===== config.mk =====
export PLATFORM = sky130hd
export DESIGN_NAME = led_pattern_gen
export DESIGN_NICKNAME = d
export VERILOG_FILES = /design/src/rtl/led_pattern_gen_pkg.sv /design/src/rtl/led_pattern_gen_scanner.sv /design/src/rtl/led_pattern_gen.sv
export SDC_FILE = /design/constraint.sdc
export NUM_CORES = 1
export LEC_CHECK = 0
export CORE_ASPECT_RATIO = 0.7
export CORE_MARGIN = 4
export CORE_UTILIZATION = 30
export CTS_BUF_LIST = sky130_fd_sc_hd__clkbuf_4
export DETAILED_ROUTE_END_ITERATION = 12
export PLACE_DENSITY_LB_ADDON = 0.05
export SETUP_SLACK_MARGIN = 0.3
export SLEW_MARGIN = 10
export SYNTH_ARGS = -nofsm -noshare
export SYNTH_HDL_FRONTEND = slang
export SYNTH_SLANG_ARGS = --single-unit

===== constraint.sdc =====
create_clock -name clk -period 4.3 [get_ports clk]
set_input_delay 0.86 -clock clk [delete_from_list [all_inputs] [get_ports clk]]
set_output_delay 0.86 -clock clk [all_outputs]
set_load 0.02 [all_outputs]

===== src/rtl/led_pattern_gen_pkg.sv =====
// Shared types and helpers for the LED pattern generator.
package led_pattern_pkg;

    typedef enum logic [1:0] {
        MODE_BIN  = 2'd0,
        MODE_GRAY = 2'd1,
        MODE_SCAN = 2'd2,
        MODE_ALT  = 2'd3
    } led_mode_t;

    localparam int MAX_LEDS = 16;

    // Alternating pattern 0101..., bit 0 set. Bits at or above width are cleared.
    function automatic logic [MAX_LEDS-1:0] alt_mask(input int width);
        logic [MAX_LEDS-1:0] m;
        m = '0;
        for (int i = 0; i < MAX_LEDS; i++) begin
            m[i] = (i < width) && ((i % 2) == 0);
        end
        return m;
    endfunction

endpackage


===== src/rtl/led_pattern_gen_scanner.sv =====
// Bouncing scanner: position plus direction, one-hot output.
// The one-hot output reflects the position the scanner holds after the
// current edge, so the parent can register the pattern with no extra latency.
module led_scanner
    import led_pattern_pkg::*;
#(
    parameter int NUM_LEDS = 5
) (
    input  logic                clk,
    input  logic                rst,
    input  logic                advance,
    input  logic                clear,
    output logic [NUM_LEDS-1:0] onehot
);

    localparam int             PW   = $clog2(NUM_LEDS);
    localparam logic [PW-1:0]  LAST = PW'(NUM_LEDS - 1);

    logic [PW-1:0] pos_q, pos_d;
    logic          down_q, down_d;

    // Next position: bounce at both ends, each end held for one step.
    always_comb begin
        pos_d  = pos_q;
        down_d = down_q;
        if (clear) begin
            pos_d  = '0;
            down_d = 1'b0;
        end else if (advance) begin
            if (!down_q && pos_q == LAST) begin
                down_d = 1'b1;
                pos_d  = LAST - 1'b1;
            end else if (down_q && pos_q == '0) begin
                down_d = 1'b0;
                pos_d  = PW'(1);
            end else if (down_q) begin
                pos_d  = pos_q - 1'b1;
            end else begin
                pos_d  = pos_q + 1'b1;
            end
        end
    end

    // Scanner state register.
    always_ff @(posedge clk) begin
        if (rst) begin
            pos_q  <= '0;
            down_q <= 1'b0;
        end else begin
            pos_q  <= pos_d;
            down_q <= down_d;
        end
    end

    assign onehot = NUM_LEDS'(1) << pos_d;

endmodule


===== src/rtl/led_pattern_gen.sv =====
// LED pattern generator: shared prescaler, step counter, runtime mode select
// (binary, Gray, bouncing scanner, alternating).
// Optional PWM brightness gating when LED_PWM_EN is defined.
module led_pattern_gen
    import led_pattern_pkg::*;
#(
    parameter int NUM_LEDS  = 5,
    parameter int LOG2DELAY = 22,
    parameter int PWM_BITS  = 8
) (
    input  logic                clk,
    input  logic                rst,
    input  logic [1:0]          mode,
`ifdef LED_PWM_EN
    input  logic [PWM_BITS-1:0] brightness,
`endif
    output logic [NUM_LEDS-1:0] led,
    output logic                tick
);

    localparam logic [MAX_LEDS-1:0] ALT_FULL = alt_mask(NUM_LEDS);
    localparam logic [NUM_LEDS-1:0] ALT      = ALT_FULL[NUM_LEDS-1:0];

    logic [LOG2DELAY-1:0] pre_q;
    logic [NUM_LEDS-1:0]  step_q, step_d;
    led_mode_t            mode_q, mode_d;
    logic                 mode_chg;
    logic [NUM_LEDS-1:0]  scan_oh;
    logic [NUM_LEDS-1:0]  pat;
    logic [NUM_LEDS-1:0]  pat_gated;

    assign tick = &pre_q;

    // Mode is sampled only on a tick; a new mode restarts the sequence.
    always_comb begin
        mode_d   = mode_q;
        step_d   = step_q;
        mode_chg = 1'b0;
        if (tick) begin
            mode_d   = led_mode_t'(mode);
            mode_chg = (mode_d != mode_q);
            step_d   = mode_chg ? '0 : step_q + 1'b1;
        end
    end

    led_scanner #(.NUM_LEDS(NUM_LEDS)) u_scan (
        .clk     (clk),
        .rst     (rst),
        .advance (tick),
        .clear   (mode_chg),
        .onehot  (scan_oh)
    );

    // Pattern evaluated on post-edge state so led tracks tick with one cycle latency.
    always_comb begin
        pat = '0;
        case (mode_d)
            MODE_BIN:  pat = step_d;
            MODE_GRAY: pat = step_d ^ (step_d >> 1);
            MODE_SCAN: pat = scan_oh;
            MODE_ALT:  pat = step_d[0] ? ~ALT : ALT;
            default:   pat = '0;
        endcase
    end

`ifdef LED_PWM_EN
    logic pwm_on;
    assign pwm_on    = (pre_q[PWM_BITS-1:0] < brightness);
    assign pat_gated = pat & {NUM_LEDS{pwm_on}};
`else
    assign pat_gated = pat;
`endif

    // Prescaler, step counter, mode register and LED drive.
    always_ff @(posedge clk) begin
        if (rst) begin
            pre_q  <= '0;
            step_q <= '0;
            mode_q <= MODE_BIN;
            led    <= '0;
        end else begin
            pre_q  <= pre_q + 1'b1;
            step_q <= step_d;
            mode_q <= mode_d;
            led    <= pat_gated;
        end
    end

endmodule


==> Word-level counts from Yosys, hierarchy flattened <==
Index checks and enable logic that the tools add are counted.
{ "totals": {"reg_bits": 38, "input_bits": 4, "out_inout_bits": 6, "word_cells": 39} }
{ "classes": {"add_sub_neg": 4, "n_eq_ne": 5, "shift": 1, "mux": 13, "bitwise": 1, "n_reduce_logical": 9} }
{ "op_table": {"columns": ["op", "count"], "rows": [
  ["$reduce_and A23 Y1", 1],
  ["$add A22 B1 Y22 const B", 1],
  ["$reduce_and A22 Y1", 1],
  ["$pmux W5 S4", 1],
  ["$mux W3", 5],
  ["$mux W5", 3],
  ["$add A5 B1 Y5 const B", 1],
  ["$shl A1 B3 Y5 const A", 1],
  ["$xor A5 B4 Y5", 1],
  ["$eq A2 B2 Y1 const B", 2],
  ["$add A3 B1 Y3 const B", 1],
  ["$eq A3 B3 Y1 const B", 1],
  ["$logic_not A3 Y1", 1],
  ["$mux W1", 3],
  ["$sub A3 B1 Y3 const B", 1],
  ["$eq A2 B1 Y1 const B", 1],
  ["$logic_and A1 B1 Y1", 2],
  ["$logic_not A2 Y1", 1],
  ["$mux W2", 1],
  ["$ne A2 B2 Y1", 1],
  ["$reduce_bool A2 Y1", 1],
  ["$reduce_or A2 Y1", 1],
  ["$logic_not A1 Y1", 1]
]} }

==> Logic depth before layout (Yosys ltp) <==
{ "logic_depth": {"word_depth": 8, "mapped_depth": 9, "ltp_nobuf": 8} }

==> Modules after synthesis <==
Synthesis repeated with hierarchy kept, for this count alone.
{ "unflattened": {"cells_unflattened": 251, "hier_area_um2": 2157.1} }
{ "modules_own_cells": {"columns": ["mod", "instances", "cells_each", "area_per_inst_um2", "seq_area_each_um2"], "rows": [
  ["led_pattern_gen", 1, 196, 1739.2, 680.7],
  ["led_scanner", 1, 55, 417.9, 80.1]
]} }

==> Worst setup path after synthesis <==
OpenSTA, ideal clock, no wires.
{ "synth_path": {"kind": "input to register", "from": "in mode[1]", "to": "reg led[4]", "setup_time_ps": 120, "t_arrival_ps": 2237, "required_time_ps": 4180, "slack_ps": 1943, "path_stages": 7, "path_buffers": 1, "cell_sequence": "clkbuf_1 xor2_1 nor2_1 nand3_1 o21ai_0 nor3_1 a211o_1"} }
{ "synth_via": {"elab_chain_len": 5, "word_cells_on_any_way": 14, "classes_between": "4 x eq/ne; 1 x shift; 7 x mux; 1 x bitwise; 1 x reduce/logical"} }
{ "synth_rtl": {"columns": ["element", "line", "rtl"], "rows": [
  ["from (decl)", "led_pattern_gen.sv:13", "input logic [1:0] mode,"],
  ["$ne A2 B2 Y1", "led_pattern_gen.sv:41", "mode_chg = (mode_d != mode_q);"],
  ["$mux W5 or $mux W1 (tied branches)", "led_pattern_gen.sv:42, led_pattern_gen.sv:39", null],
  ["$mux W5 or $mux W3 (tied branches)", "led_pattern_gen.sv:39, led_pattern_gen_scanner.sv:26", null],
  ["$mux W5 (tied with other cells)", "led_pattern_gen.sv:61", "MODE_ALT: pat = step_d[0] ? ~ALT : ALT;"],
  ["$pmux W5 S4 (*)", "led_pattern_gen.sv:57", "case (mode_d)"],
  ["to (signal assigned)", "led_pattern_gen.sv:85", "led <= pat_gated;"],
  ["to (decl)", "led_pattern_gen.sv:17", "output logic [NUM_LEDS-1:0] led,"]
]} }
Every way passes the cells marked *; elsewhere a longest branch is shown, timed or not.
A chain may end at the register's enable or synchronous reset.

==> Worst setup path in the final report <==
{ "layout_path": {"from": "reg pre_q[0]", "to": "out tick"} }
{ "layout_via": {"elab_chain_len": 1} }
{ "layout_rtl": {"columns": ["element", "line", "rtl"], "rows": [
  ["from (decl)", "led_pattern_gen.sv:24", "logic [LOG2DELAY-1:0] pre_q;"],
  ["from (signal assigned)", "led_pattern_gen.sv:82", "pre_q <= pre_q + 1'b1;"],
  ["$reduce_and A22 Y1", "led_pattern_gen.sv:32", "assign tick = &pre_q;"],
  ["to (decl)", "led_pattern_gen.sv:18", "output logic tick"]
]} }
No other way between the ends.

==> impl_metrics.json <==
{
  "cp-end-kind": "output pin",
  "min_period_ns": 3.621,
  "fin_crit_sh_pct": 84.20,
  "ctsResizeCount": 0,
  "setup_viol": 0,
  "cts_tree": "done",
  "clk_latency_ns": 0.34,
  "crit_fanout": 11,
  "num_io_pins": 10,
  "die_area_um2": 8861,
  "yosysTopAreaCellShare_pct": 34.27,
  "ys_ff_latch": 38,
  "cts_root_buffer": "clkbuf_4",
  "cts_max_level": 2,
  "cpPeakStageDelay_ns": 0.63,
  "routed_via_density": 5.000,
  "synth_seq_area_share_pct": 34.27,
  "postRouteAntennaNets": 0,
  "fin_nets": 273,
  "tightest_slew_ns": 0.6875,
  "diodes": 0,
  "numCtsBuffers": 5,
  "critPathKind": "reg -> out",
  "slew_viol_final": 0,
  "fmax_mhz": 276.2,
  "vias": 1805,
  "core_area_um2": 6975,
  "synthArstFlopShare_pct": 0,
  "wire_per_inst_um": 14.88,
  "clk_pin_slew_worst_paths_ns": 0.12,
  "track_usage_pct": 13.01,
  "initial_core_util_pct": 31.82,
  "cp_slowest_cell": "clkdlybuf4s50_1",
  "rsz0062_at_grt": "no",
  "critPathArrivalTime_ns": 2.76,
  "status": "finished clean",
  "max_slew_margin_pct": 54.02,
  "syn_inst": 260,
  "holdBufCountCts": 0,
  "worstPathCellList": "ha_1 -> and3_1 -> and4_4 -> nand2_1 -> inv_1 -> clkdlybuf4s50_1",
  "grt_pass1_vias": 1764,
  "yosys_warnings": 0,
  "route.detailed.drc": 0,
  "drive_gt1_share_pct": 10.11,
  "final_common_cell": "dfxtp_1",
  "rows": 25,
  "hold_viol_final": 0,
  "die_y_um": 79.97,
  "portBuffers": 9,
  "ys_top_cells_by_area": "dfxtp_1 (34%), nor2_1 (6.3%), xor2_1 (5.9%), xnor2_1 (3.9%), nand3_1 (3.4%)",
  "setup_tns_ns": 0,
  "cts_setup_buffers": 0,
  "final_cells": 361,
  "required_ns": 3.44,
  "dp_cells": 353,
  "final_cell_mix": "dfxtp_1 (38), nor2_1 (37), nand2_1 (18)",
  "drtPass1Iterations": 4,
  "cp-start-kind": "flip-flop",
  "clk_path_buf_depth": 2,
  "overflow": 0,
  "worst_clock_skew_ns": 0.01136,
  "peakVddDrop_mv": 0.1447,
  "syn_nets": 267,
  "syn_area_um2": 2220,
  "area_growth_pct": 9.808,
  "synth-edff-count": 0,
  "cap_viol_max_count": 0,
  "power.leakage_nw": 0.8099,
  "power_density_nw_per_um2": 253.9,
  "yosysUniqueCellTypes": 59,
  "synth_top_area_cell": "dfxtp_1",
  "postSynthAreaPerCell_um2": 8.537,
  "crit_start": "pre_q[0]",
  "gp_congestion": 0.7932,
  "cts.sinks": 38,
  "hold_class": "reg -> reg",
  "dp_hpwl_mm": 4.032,
  "yosys_most_used_dff": "dfxtp_1",
  "routed_wl_mm": 5.370,
  "drt_iter0_drc": 108,
  "antenna_found_initial": 0,
  "min_from": "pre_q[0]",
  "grt_max_degree": 23,
  "r2r-start": "pre_q[0]",
  "die_w_um": 110.8,
  "grt_first_pass_wirelength_mm": 9.197
}
kinds of logic (layout without fill, tap and decap cells):
family	after synthesis	in the layout	share of synthesized area, %
fa+ha+maj	3	3	2.029
compound gates	52	52	18.15
buf+inv	15	22	4.228
simple gates	121	121	28.64
mux	6	6	2.818
xor+xnor	25	25	9.865
flops	38	38	34.27
cell usage after synthesis, types with 3 or more instances:
cell      number
a21oi_1        7
and2_1         3
and3_1         4
and4_4         3
buf_4          4
buf_6          3
clkbuf_1       5
dfxtp_1       38
inv_1          3
mux2i_1        4
nand2_1       18
nand2b_1       6
nand3_1       15
nand4_1        7
nor2_1        37
nor2b_1        4
nor3_1         8
o21a_1         4
o21ai_0       12
o31ai_1        5
or4_1          3
xnor2_1       10
xor2_1        15
layout make-up:
cell class	instances	area (um^2)
fillers	726	4538
repair buffers	11	105.1
multi-input cells	207	1365
inverters	3	11.26
clock buffers	5	37.54
clock inverters	3	40.04
flip-flops and latches	38	760.7
well taps	94	117.6
layer usage:
layer | part of all wire, % | vias to the layer above | global-route usage, % | routed length (um)
li1 | - | 949 | - | -
met1 | 58 | 829 | 19.73 | 3112
met2 | 37 | 22 | 18.10 | 2011
met3 | 3.7 | 5 | 3.030 | 197
met4 | 0.91 | 0 | 3.321 | 49
met5 | 0 | - | 0 | 0
critical path, delay by kind of cell (launching register included):
family,cells,cell delay [ns]
fa+ha+maj,1,0.19
buf+inv,2,0.89
flops,1,0.39
simple gates,3,0.94
metrics by stage:
stage	instance area [um^2]	power, mW	hold slack (ns)	worst slack, ns	util (%)
floorplan	2220	0.3763	0.4261	1.943	-
global placement	2360	0.3849	0.4498	1.093	33.83
detailed placement	2360	0.3843	0.4529	1.091	33.83
CTS	2437	0.6336	0.4844	0.6727	34.94
global route	2437	0.6561	0.5051	0.4696	34.94
finish	2437	0.6188	0.4780	0.6795	34.94
registers in the layout (all words and copies together) (netlist names):
name and flops:
led 5, mode_q 2, pre_q 22, step_q 5, u_scan.down_q 1, u_scan.pos_q 3
path summary, 6_finish.rpt:
| kind | end | slack (ns) | cells after the start |
|---|---|---|---|
| setup / recovery | tick | 0.68 | 6 |
| setup reg to reg | led[0] | 1.48 | 8 |
| hold reg to reg | pre_q[0] | 0.48 | 1 |
| hold / removal | pre_q[0] | 0.48 | 1 |
report_power, final:
| part | switching, mW | internal (mW) | total (mW) | leakage [nW] |
|---|---|---|---|---|
| registers | 0.00193 | 0.354 | 0.356 | 0.307 |
| clock network | 0.122 | 0.121 | 0.243 | 0.0450 |
| logic | 0.0130 | 0.00704 | 0.0200 | 0.458 |
(Power assumes the default switching activity.)
